`src/rtl/gain_oot_cmd_sched.sv`:
```
// gain_oot_cmd_sched
//   Gain command scheduler for the gain_oot block. Holds a FIFO of timed gain commands
//   ({timestamp, gain}) written over ctrlport and releases each one onto o_gain when the
//   datapath strobes a sample time >= the command timestamp. Immediate gain writes bypass
//   the queue.
//
// Ports
//   ce_clk, ce_rst          block clock, asynchronous active-high reset
//   s_ctrlport_req_*        register request (wr/rd strobes, byte address, write data)
//   s_ctrlport_resp_*       response ack pulse and read data (valid with ack)
//   i_time, i_time_stb      timestamp of the sample the datapath is accepting
//   o_gain, o_gain_upd      active gain and a 1-cycle pulse whenever it is written
module gain_oot_cmd_sched #(
   parameter logic [19:0]       BASE_ADDR = 20'h0,
   parameter int unsigned       GAIN_W    = 16,
   parameter logic [GAIN_W-1:0] GAIN_INIT = 16'h1,
   parameter int unsigned       FIFO_AW   = 3
) (
   input  logic              ce_clk,
   input  logic              ce_rst,
   input  logic              s_ctrlport_req_wr,
   input  logic              s_ctrlport_req_rd,
   input  logic [19:0]       s_ctrlport_req_addr,
   input  logic [31:0]       s_ctrlport_req_data,
   output logic              s_ctrlport_resp_ack,
   output logic [31:0]       s_ctrlport_resp_data,
   input  logic [63:0]       i_time,
   input  logic              i_time_stb,
   output logic [GAIN_W-1:0] o_gain,
   output logic              o_gain_upd
);

   localparam int unsigned DEPTH = 2 ** FIFO_AW;
   localparam int unsigned CW    = FIFO_AW + 1;
   localparam logic [CW-1:0]      CNT_ONE  = CW'(1);
   localparam logic [CW-1:0]      CNT_FULL = CW'(DEPTH);
   localparam logic [FIFO_AW-1:0] PTR_ONE  = FIFO_AW'(1);

   logic [63:0]       r_ts_mem   [DEPTH];
   logic [GAIN_W-1:0] r_gain_mem [DEPTH];
   logic [FIFO_AW-1:0] r_rd_ptr, r_wr_ptr;
   logic [CW-1:0]      r_count;
   logic [63:0]        r_ts_stage;
   logic               r_overflow;
   logic [7:0]         r_late;
   logic [GAIN_W-1:0]  r_gain;
   logic               r_gain_upd;
   logic               r_ack;
   logic [31:0]        r_rdata;

   logic [20:0] w_off_full;
   logic        w_in_win;
   logic [4:0]  w_off;
   logic        w_wr, w_rd;
   logic        w_wr_gain, w_wr_tslo, w_wr_tshi, w_push, w_wr_stat;
   logic        w_flush, w_clr;
   logic        w_empty, w_full;
   logic [63:0] w_head_ts;
   logic [GAIN_W-1:0] w_head_gain;
   logic        w_due, w_pop, w_push_ok, w_late;
   logic [31:0] w_status, w_rdata;

   // Borrow into bit 20 flags addresses below the base; anything >= 32 above it is outside.
   assign w_off_full = {1'b0, s_ctrlport_req_addr} - {1'b0, BASE_ADDR};
   assign w_in_win   = (w_off_full[20:5] == 16'h0);
   assign w_off      = w_off_full[4:0];
   assign w_wr       = s_ctrlport_req_wr && w_in_win;
   assign w_rd       = s_ctrlport_req_rd && w_in_win;

   assign w_wr_gain = w_wr && (w_off == 5'h00);
   assign w_wr_tslo = w_wr && (w_off == 5'h04);
   assign w_wr_tshi = w_wr && (w_off == 5'h08);
   assign w_push    = w_wr && (w_off == 5'h0C);
   assign w_wr_stat = w_wr && (w_off == 5'h10);
   assign w_flush   = w_wr_stat && s_ctrlport_req_data[0];
   assign w_clr     = w_wr_stat && s_ctrlport_req_data[1];

   assign w_empty     = (r_count == '0);
   assign w_full      = (r_count == CNT_FULL);
   assign w_head_ts   = r_ts_mem[r_rd_ptr];
   assign w_head_gain = r_gain_mem[r_rd_ptr];

   // Immediate writes and flushes both suppress a due pop; the head waits for another strobe.
   assign w_due     = i_time_stb && !w_empty && (w_head_ts <= i_time);
   assign w_pop     = w_due && !w_wr_gain && !w_flush;
   assign w_late    = w_pop && (w_head_ts < i_time);
   // A full queue still takes the push when the head leaves in the same cycle.
   assign w_push_ok = w_push && (w_flush || !w_full || w_pop);

   assign w_status = {r_late, 7'b0, r_overflow, 6'b0, w_full, w_empty, 8'(r_count)};

   always_comb begin
      w_rdata = 32'h0;
      unique case (w_off)
         5'h00:   w_rdata = 32'(r_gain);
         5'h10:   w_rdata = w_status;
         default: w_rdata = 32'h0;
      endcase
   end

   // Queue storage needs no reset; validity is tracked by the pointers and count.
   always_ff @(posedge ce_clk) begin
      if (w_push_ok) begin
         r_ts_mem[r_wr_ptr]   <= r_ts_stage;
         r_gain_mem[r_wr_ptr] <= s_ctrlport_req_data[GAIN_W-1:0];
      end
   end

   always_ff @(posedge ce_clk or posedge ce_rst) begin
      if (ce_rst) begin
         r_rd_ptr <= '0;
         r_wr_ptr <= '0;
         r_count  <= '0;
      end else begin
         if (w_push_ok) r_wr_ptr <= r_wr_ptr + PTR_ONE;
         if (w_flush) begin
            // Drop everything queued; a simultaneous push lands as the only entry.
            r_rd_ptr <= r_wr_ptr;
            r_count  <= w_push_ok ? CNT_ONE : '0;
         end else begin
            if (w_pop) r_rd_ptr <= r_rd_ptr + PTR_ONE;
            unique case ({w_push_ok, w_pop})
               2'b10:   r_count <= r_count + CNT_ONE;
               2'b01:   r_count <= r_count - CNT_ONE;
               default: r_count <= r_count;
            endcase
         end
      end
   end

   always_ff @(posedge ce_clk or posedge ce_rst) begin
      if (ce_rst) begin
         r_ts_stage <= '0;
         r_overflow <= 1'b0;
         r_late     <= '0;
      end else begin
         if (w_wr_tslo) r_ts_stage[31:0]  <= s_ctrlport_req_data;
         if (w_wr_tshi) r_ts_stage[63:32] <= s_ctrlport_req_data;
         if (w_clr) begin
            r_overflow <= 1'b0;
            r_late     <= '0;
         end else begin
            if (w_push && !w_push_ok)       r_overflow <= 1'b1;
            if (w_late && (r_late != 8'hFF)) r_late     <= r_late + 8'd1;
         end
      end
   end

   always_ff @(posedge ce_clk or posedge ce_rst) begin
      if (ce_rst) begin
         r_gain     <= GAIN_INIT;
         r_gain_upd <= 1'b0;
         r_ack      <= 1'b0;
         r_rdata    <= '0;
      end else begin
         r_ack      <= w_wr || w_rd;
         r_rdata    <= w_rd ? w_rdata : 32'h0;
         r_gain_upd <= w_wr_gain || w_pop;
         if (w_wr_gain) begin
            r_gain <= s_ctrlport_req_data[GAIN_W-1:0];
         end else if (w_pop) begin
            r_gain <= w_head_gain;
         end
      end
   end

   assign s_ctrlport_resp_ack  = r_ack;
   assign s_ctrlport_resp_data = r_rdata;
   assign o_gain               = r_gain;
   assign o_gain_upd           = r_gain_upd;

endmodule

```
`config.mk`:
```
export PLATFORM = sky130hd
export DESIGN_NAME = gain_oot_cmd_sched
export DESIGN_NICKNAME = d
export VERILOG_FILES = /design/src/rtl/gain_oot_cmd_sched.sv
export SDC_FILE = /design/constraint.sdc
export NUM_CORES = 1
export LEC_CHECK = 0
export CAP_MARGIN = 20
export CORE_MARGIN = 8
export CORE_UTILIZATION = 35
export CTS_CLUSTER_DIAMETER = 80
export DETAILED_ROUTE_END_ITERATION = 6
export PLACE_DENSITY = 0.52
export RECOVER_POWER = 100
export SYNTH_ARGS = -nofsm -noshare
export SYNTH_HDL_FRONTEND = slang
export SYNTH_SLANG_ARGS = --single-unit
```
`constraint.sdc`:
```
create_clock -name ce_clk -period 12.1 [get_ports ce_clk]
set_clock_uncertainty 0.15 [all_clocks]
set_input_delay 2.42 -clock ce_clk [delete_from_list [all_inputs] [get_ports ce_clk]]
set_output_delay 2.42 -clock ce_clk [all_outputs]
set_load 0.02 [all_outputs]
```
==> results of run 1 <==
==> cells in the mapped netlist (all sizes together) (4+ instances only) <==
cell	count
a211oi	5
a21oi	47
a22oi	5
and2	21
and3	5
buf	39
clkbuf	31
dfrtp	125
edfxtp	640
ha	69
inv	70
mux2	143
mux2i	19
mux4	160
nand2	35
nand3	18
nand4	17
nor2	37
nor3	13
nor3b	4
nor4	11
o211ai	4
o21ai	13
xnor2	7
==> power breakdown <==
part / internal (uW) / switching (uW) / leakage (uW)
logic: 485 / 567 / 0.00432
registers: 2880 / 112 / 0.00880
clock network: 1420 / 1030 / 0.00128
==> cell type report <==
| class | count | share of cell area |
|---|---|---|
| timing repair buffer | 186 | 0.04950 |
| sequential | 766 | 0.6107 |
| tap | 1165 | 0.03977 |
| inverter | 70 | 0.007203 |
| clock buffer | 108 | 0.06094 |
| antenna | 4 | 0.0002731 |
| multi-input combinational | 685 | 0.2204 |
| clock inverter | 46 | 0.01113 |
==> cell usage in the layout, fill, tap and decap left out, types with 6 or more instances in the layout <==
cell type,instances
clkbuf_16,85
and2_0,11
dlygate4sd3_1,62
mux4_2,160
ha_1,69
nand3_1,18
edfxtp_1,640
mux2_1,9
nand2_1,33
nor3_1,12
nor2_1,37
inv_1,69
and2_1,10
xnor2_1,7
clkbuf_1,25
o21ai_0,12
dfrtp_1,122
a21oi_1,45
clkinvlp_4,6
clkdlybuf4s50_1,101
nor4_1,9
nand4_1,16
mux2i_1,19
clkinv_1,12
mux2_2,133
buf_4,17
clkinv_2,16
conb_1,7
==> logic make-up (layout without fill, tap and decap cells) <==
| family | Yosys count | count (layout) |
|---|---|---|
| buffers and inverters | 140 | 410 |
| multiplexers | 322 | 322 |
| adder cells (fa/ha/maj) | 70 | 70 |
| flip-flops | 766 | 766 |
| AO/OA/AOI/OAI | 94 | 94 |
| XOR/XNOR | 10 | 10 |
| AND/OR/NAND/NOR | 182 | 182 |
| other | 1 | 11 |
==> worst max-delay path, cell delays in order (launching register included) <==
cell      delay [ps]
dfrtp_4          810
buf_12           540
clkbuf_1        2060
mux4_2           710
mux2_1           340
ha_1             320
nand4_1          150
nor4_1            80
buf_4            180
nand2_2          170
nor2_1            80
a221oi_2         680
a21oi_4          190
nand2b_4         200
a31oi_4          290
and4b_4         1010
buf_4            670
==> path summary, 6_finish.rpt <==
check	endpoint	slack [ps]	cells after the start
setup / recovery	r_ts_mem[3][24]	2970	16
hold / removal	s_ctrlport_resp_data[7]	360	1
setup reg to reg	r_ts_mem[3][24]	2970	16
hold reg to reg	s_ctrlport_resp_data[7]	360	1
max in group asynchronous	r_ts_stage[17]	3910	3
min in group asynchronous	s_ctrlport_resp_data[28]	3130	2
==> stage by stage <==
stage	std cells	total power [uW]	hold slack, ps	setup WS (ps)
floorplan	1591	3776	322.6	2483
global placement	2872	4161	350.7	3883
detailed placement	2872	4163	359.6	3871
CTS	3026	6627	368.0	4251
global route	3026	6759	387.4	2010
finish	3030	6498	358.7	2971
==> layer usage <==
metal / part of all wire / wire length, um / global-route usage
met1: 0.45 / 33300 / 0.2080
met2: 0.48 / 35350 / 0.2419
met3: 0.056 / 4109 / 0.03296
met4: 0.014 / 1054 / 0.02766
met5: 0.00018 / 13 / 0
==> registers in the layout, indices dropped and copies added, names as in the netlist, 3 cells and up <==
| signal | flops |
|---|---|
| r_rd_ptr | 3 |
| s_ctrlport_resp_data | 25 |
| r_ts_stage | 64 |
| r_late | 8 |
| r_ts_mem | 512 |
| r_gain_mem | 128 |
| o_gain | 16 |
| r_wr_ptr | 3 |
| r_count | 4 |
==> out/metrics.yaml, run 1 <==
setup_path:
  cp.required_ps: 12190
  endpoint_kind: "register"
  reg2reg_from: "r_rd_ptr[0]"
  path_class: "register to register"
  cp.arrival_ps: 9220
  cp-start-kind: "register"
  cp_max_fo: 69
  setup.worst_path.start: "r_rd_ptr[0]"
clocking:
  cts-root-buf: "clkbuf_16"
  cts_tree: "done"
  cts_buffer_depth: 3
  hold_buffers: 0
  cts_resized: 0
  path_clk_slew_ps: 60
  clock_latency_ps: 620
  numCtsBuffers: 82
  clock_sinks: 766
  cts_setup_buffers: 0
  cts_max_level: 3
yosys:
  synth-compound-area-share: 0.01958
  synth_top_family_by_area: "multiplexers"
  ys_top_cells_by_area: "edfxtp_1 62%, mux4_2 12%, dfrtp_1 10%"
  synth_area_per_cell_sq_um: 19.59
  yosysTopAreaCellShare: 0.6190
  synthAdderAreaFrac: 0.02845
  synth.distinct_cells: 73
  synth_edf_count: 640
  postSynth.asyncResetShare: 0.1645
  netlist_area_sq_um: 31050
  ys_seq_area_frac: 0.7206
  synth_top_cell_by_area: "edfxtp_1"
  synthXorXnorAreaFrac: 0.002821
  yosysWarnings: 0
  ys.flop_type: "edfxtp_1"
  synthMuxAreaShare: 0.1751
  yosys.area_share.simple: 0.03441
  synth_seq_cells: 766
  postSynthCellCount: 1585
cells_and_area:
  seq_area_sq_um: 22380
  fillCellCount: 7830
  final_nets: 1982
  drive_gt1_frac: 0.2483
  multi_input_area_sq_um: 8079
  syn_to_final_growth_pct: 18.04
  utilization: 0.4160
  final_area_sq_um: 36650
sta:
  slew_headroom: -1.571
  hold_violations: 0
  fmax_mhz: 109.5
  slew_viol_final: 228
  timing.final.crit_share: 0.7544
  setup_viol: 0
  tightestPinTransition_ps: 3857
  finalSetupTns_ps: 0
  period_needed_ps: 9129
  rsz0062_at_grt: "false"
die:
  die_h_um: 313.8
  die_area_sq_um: 98500
  initial_core_util: 0.3524
  core_sq_um: 88100
  io_pins: 171
  core.rowCount: 109
  die_w_um: 313.8
min_path:
  hp-class: "register to register"
  hold_start: "o_gain[7]"
power_and_ir_drop:
  pwr_density_cell_nw_per_um2: 177.3
  ir_drop_mv: 0.1406
  leakage_uw: 0.01439
grt:
  grt_pass1_vias: 16610
  grt_usage: 0.1492
  grt_max_degree: 101
  overflow: 0
  grt_pass1_wl_um: 110600
  antenna_found_initial: 3
status:
  violations: "max-capacitance violations, max-slew violations"
  outcome: "complete, but fails checks"
drt:
  drt-pass1-iter-count: 5
  drc_errors: 0
  drt_iter0_markers: 1063
  drt-wirelength-per-cell_um: 24.37
  drt_wl_total_um: 73830
  num_vias: 15370
  postRouteAntennaNets: 0
  drt-vias-per-instance: 5.072
run:
  maxCapViolCount: 5
place:
  dpl.hpwl_um: 44350
  numPortBuffers: 163
  gp_congestion: 0.7534
  dpl-instance-area_sq_um: 34100
Note: power is estimated with default switching activity, not from simulation.
==> inputs of run 2 (changes only) <==
==> constraint.sdc (replaced) <==
create_clock -name ce_clk -period 8.3 [get_ports ce_clk]
set_clock_uncertainty 0.15 [all_clocks]
set_input_delay 1.66 -clock ce_clk [delete_from_list [all_inputs] [get_ports ce_clk]]
set_output_delay 1.66 -clock ce_clk [all_outputs]
set_load 0.02 [all_outputs]
==> run 2 against run 1 <==
  * The flow still finishes with violations (max-capacitance violations, max-slew violations)
  * Worst hold slack improved by 6.3 ps
  * Global-route usage barely moved
  * Maximum frequency rose by 25%
  * Sequential share of layout area fell by 0.25 points
  * Core utilization rose by 0.17 points
  * Non-clock buffer count rose by 12
  * Combinational power rose by 41%
  * First-iteration DRC count rose by 8.0%
  * Critical path depth fell by 2
  * Final cell count rose by 0.30%
  * Critical path type unchanged
==> out/metrics.yaml, run 2 (same netlist as run 1, synthesis figures left out) <==
cells_and_area:
  final_nets: 1994  # was 1982
  regMostFlops: "r_ts_mem"  # unchanged
  fillCellCount: 7801  # was 7830
  largest_registers: "r_ts_mem x512, r_gain_mem x128, r_ts_stage x64"  # unchanged
  syn_to_final_growth_pct: 18.53  # was 18.04%
  final_common_cell: "edfxtp_1"  # unchanged
  largest_reg_flops: 512  # unchanged
  drive_gt1_frac: 0.2484  # was 0.2483
  mostFrequentLayoutCells: "640 x edfxtp_1, 160 x mux4_2, 133 x mux2_2, 122 x dfrtp_1, 101 x clkdlybuf4s50_1"  # unchanged
grt:
  antenna_found_initial: 6  # was 3
  grt_pass1_vias: 16660  # was 16.61k
  grt_max_degree: 86  # was 101
  grt_usage: 0.1493  # was 0.1492
  overflow: 0  # unchanged
  grt_pass1_wl_um: 110300  # was 110600 um
setup_path:
  cp.required_ps: 8400  # was 12190 ps
  slowest_delay_ps: 1010  # was 2060 ps
  cp-start-kind: "register"  # unchanged
  critical-path-top-delay-family: "compound AO/OA/AOI/OAI gates"  # was buffers and inverters
  path_class: "register to register"  # unchanged
  cp_max_fo: 39  # was 69
  path_cells: "buf_12 > mux4_2 > mux2_2 > ha_1 > a21oi_1 > nor2_1 > a211oi_1 > o211ai_1 > a221oi_1 > a21oi_1 > nand2b_1 > a31oi_4 > and3_4 > clkbuf_1"  # was buf_12 > clkbuf_1 > mux4_2 > mux2_1 > ha_1 > nand4_1 > nor4_1 > buf_4 > nand2_2 > nor2_1 > a221oi_2 > a21oi_4 > nand2b_4 > a31oi_4 > and4b_4 > buf_4
  endpoint_kind: "register"  # unchanged
  cp.arrival_ps: 7410  # was 9220 ps
  slowest_stage: "dfrtp_4"  # was clkbuf_1
  critPathBufInv: 2  # was 4
  cp_common_cell: "a21oi_1"  # was buf_4
die:
  io_pins: 171  # unchanged
  core.rowCount: 109  # unchanged
  initial_core_util: 0.3524  # unchanged
  die_h_um: 313.8  # unchanged
  die_area_sq_um: 98500  # unchanged
  core_sq_um: 88100  # unchanged
  die_w_um: 313.8  # unchanged
sta:
  slew_viol_final: 152  # was 228
  rsz0062_at_grt: "false"  # unchanged
  finalSetupTns_ps: 0  # unchanged
  tightestPinTransition_ps: 4267  # was 3857 ps
  slew_headroom: -1.860  # was -1.571
  fmax_mhz: 136.8  # was 109.5 MHz
  timing.final.crit_share: 0.8810  # was 0.7544
  period_needed_ps: 7312  # was 9129 ps
  hold_violations: 0  # unchanged
  setup_viol: 0  # unchanged
drt:
  drt-vias-per-instance: 5.046  # was 5.072
  num_vias: 15340  # was 15.37k
  drc_errors: 0  # unchanged
  drt-pass1-iter-count: 5  # unchanged
  postRouteAntennaNets: 0  # unchanged
  drt_iter0_markers: 1148  # was 1063
  drt_wl_total_um: 74090  # was 73830 um
  drt-wirelength-per-cell_um: 24.38  # was 24.37 um
clocking:
  clock_latency_ps: 620  # about the same
  cts_tree: "done"  # unchanged
  cts_buffer_depth: 3  # unchanged
  numCtsBuffers: 82  # unchanged
  hold_buffers: 0  # unchanged
  cts_setup_buffers: 0  # unchanged
  clock_sinks: 766  # unchanged
  cts_resized: 0  # unchanged
  path_clk_slew_ps: 60  # about the same
  cts_max_level: 3  # unchanged
  cts-root-buf: "clkbuf_16"  # unchanged
power_and_ir_drop:
  ir_drop_mv: 0.1795  # was 0.1406 mV
  pwr_density_cell_nw_per_um2: 256.4  # was 177.3 nW/um^2
  power_frac_comb: 0.157  # was 0.162
  seqPwrFrac: 0.473  # was 0.461
  leakage_uw: 0.01447  # was 0.01439 uW
  p_int_uw: 6952  # was 4788 uW
  swShare: 0.2634  # was 0.2632
  p_clk_frac: 0.371  # was 0.377
  p_switching_uw: 2486  # was 1710 uW
  fin_total_pwr_uw: 9438  # was 6498 uW
place:
  gp_congestion: 0.7547  # was 0.7534
  numPortBuffers: 163  # unchanged
  dpl.hpwl_um: 45330  # was 44350 um
status:
  outcome: "complete, but fails checks"  # unchanged
  violations: "max-capacitance violations, max-slew violations"  # unchanged
min_path:
  hp-class: "register to register"  # unchanged
run:
  maxCapViolCount: 3  # was 5
==> run 2: cell type report <==
cell class                 instances  area (sq um)  area share
tap                             1165          1458     0.03961
timing repair buffer             198          2051     0.05572
clock inverter                    39         357.8    0.009724
sequential                       766         22380      0.6082
antenna                            2         5.005   0.0001360
inverter                          70         264.0    0.007174
multi-input combinational        685          8040      0.2185
clock buffer                     114          2242     0.06093
==> run 2: power groups by stage <==
stage / logic [uW] / clock network [uW] / registers (uW)
3_3_place_gp: 1560 / 0 / 4550
3_5_place_dp: 1560 / 0 / 4550
4_1_cts: 1570 / 3590 / 4480
6_report: 1480 / 3500 / 4460
5_1_grt: 1610 / 3760 / 4490
2_1_floorplan: 1120 / 0 / 4380
==> run 2: final timing paths <==
| kind | slack [ps] | endpoint | startpoint | depth (start not counted) |
|---|---|---|---|---|
| min reg2reg | 370 | s_ctrlport_resp_data[16] | r_overflow | 2 |
| min | 370 | s_ctrlport_resp_data[16] | r_overflow | 2 |
| max | 990 | r_gain_mem[2][2] | r_rd_ptr[0] | 14 |
| max in group asynchronous | 3000 | r_rd_ptr[0] | ce_rst | 2 |
| min in group asynchronous | 2600 | s_ctrlport_resp_data[29] | ce_rst | 2 |
| max reg2reg | 990 | r_gain_mem[2][2] | r_rd_ptr[0] | 14 |
==> run 2: tightest hold or removal path, delay by kind of cell, from the launching register on <==
| kind | cells | cell delay [ps] |
|---|---|---|
| buffers and inverters | 1 | 60 |
| flip-flops | 1 | 360 |
| AND/OR/NAND/NOR | 1 | 50 |
==> run 2: metrics by stage <==
step / instance area, sq um / util / instances / hold slack (ps) / setup slack (ps)
after floorplan: 31090 / - / 1591 / 322.6 / 1038
after global placement: 34340 / 0.3898 / 2884 / 353.6 / 1459
after detailed placement: 34340 / 0.3898 / 2884 / 363.2 / 1402
final: 36800 / 0.4177 / 3039 / 365.0 / 987.9
after global routing: 36800 / 0.4177 / 3037 / 404.3 / 657.4
after CTS: 36940 / 0.4193 / 3037 / 371.9 / 1368
==> run 2: per-layer routing <==
metal,global-route usage,wire length (um),up-vias,share of wire
li1,-,-,6793,-
met1,0.2013,32180,8055,0.43
met2,0.2449,35850,380,0.48
met3,0.03710,4549,102,0.061
met4,0.03204,1466,6,0.020
met5,0,41,-,0.00055
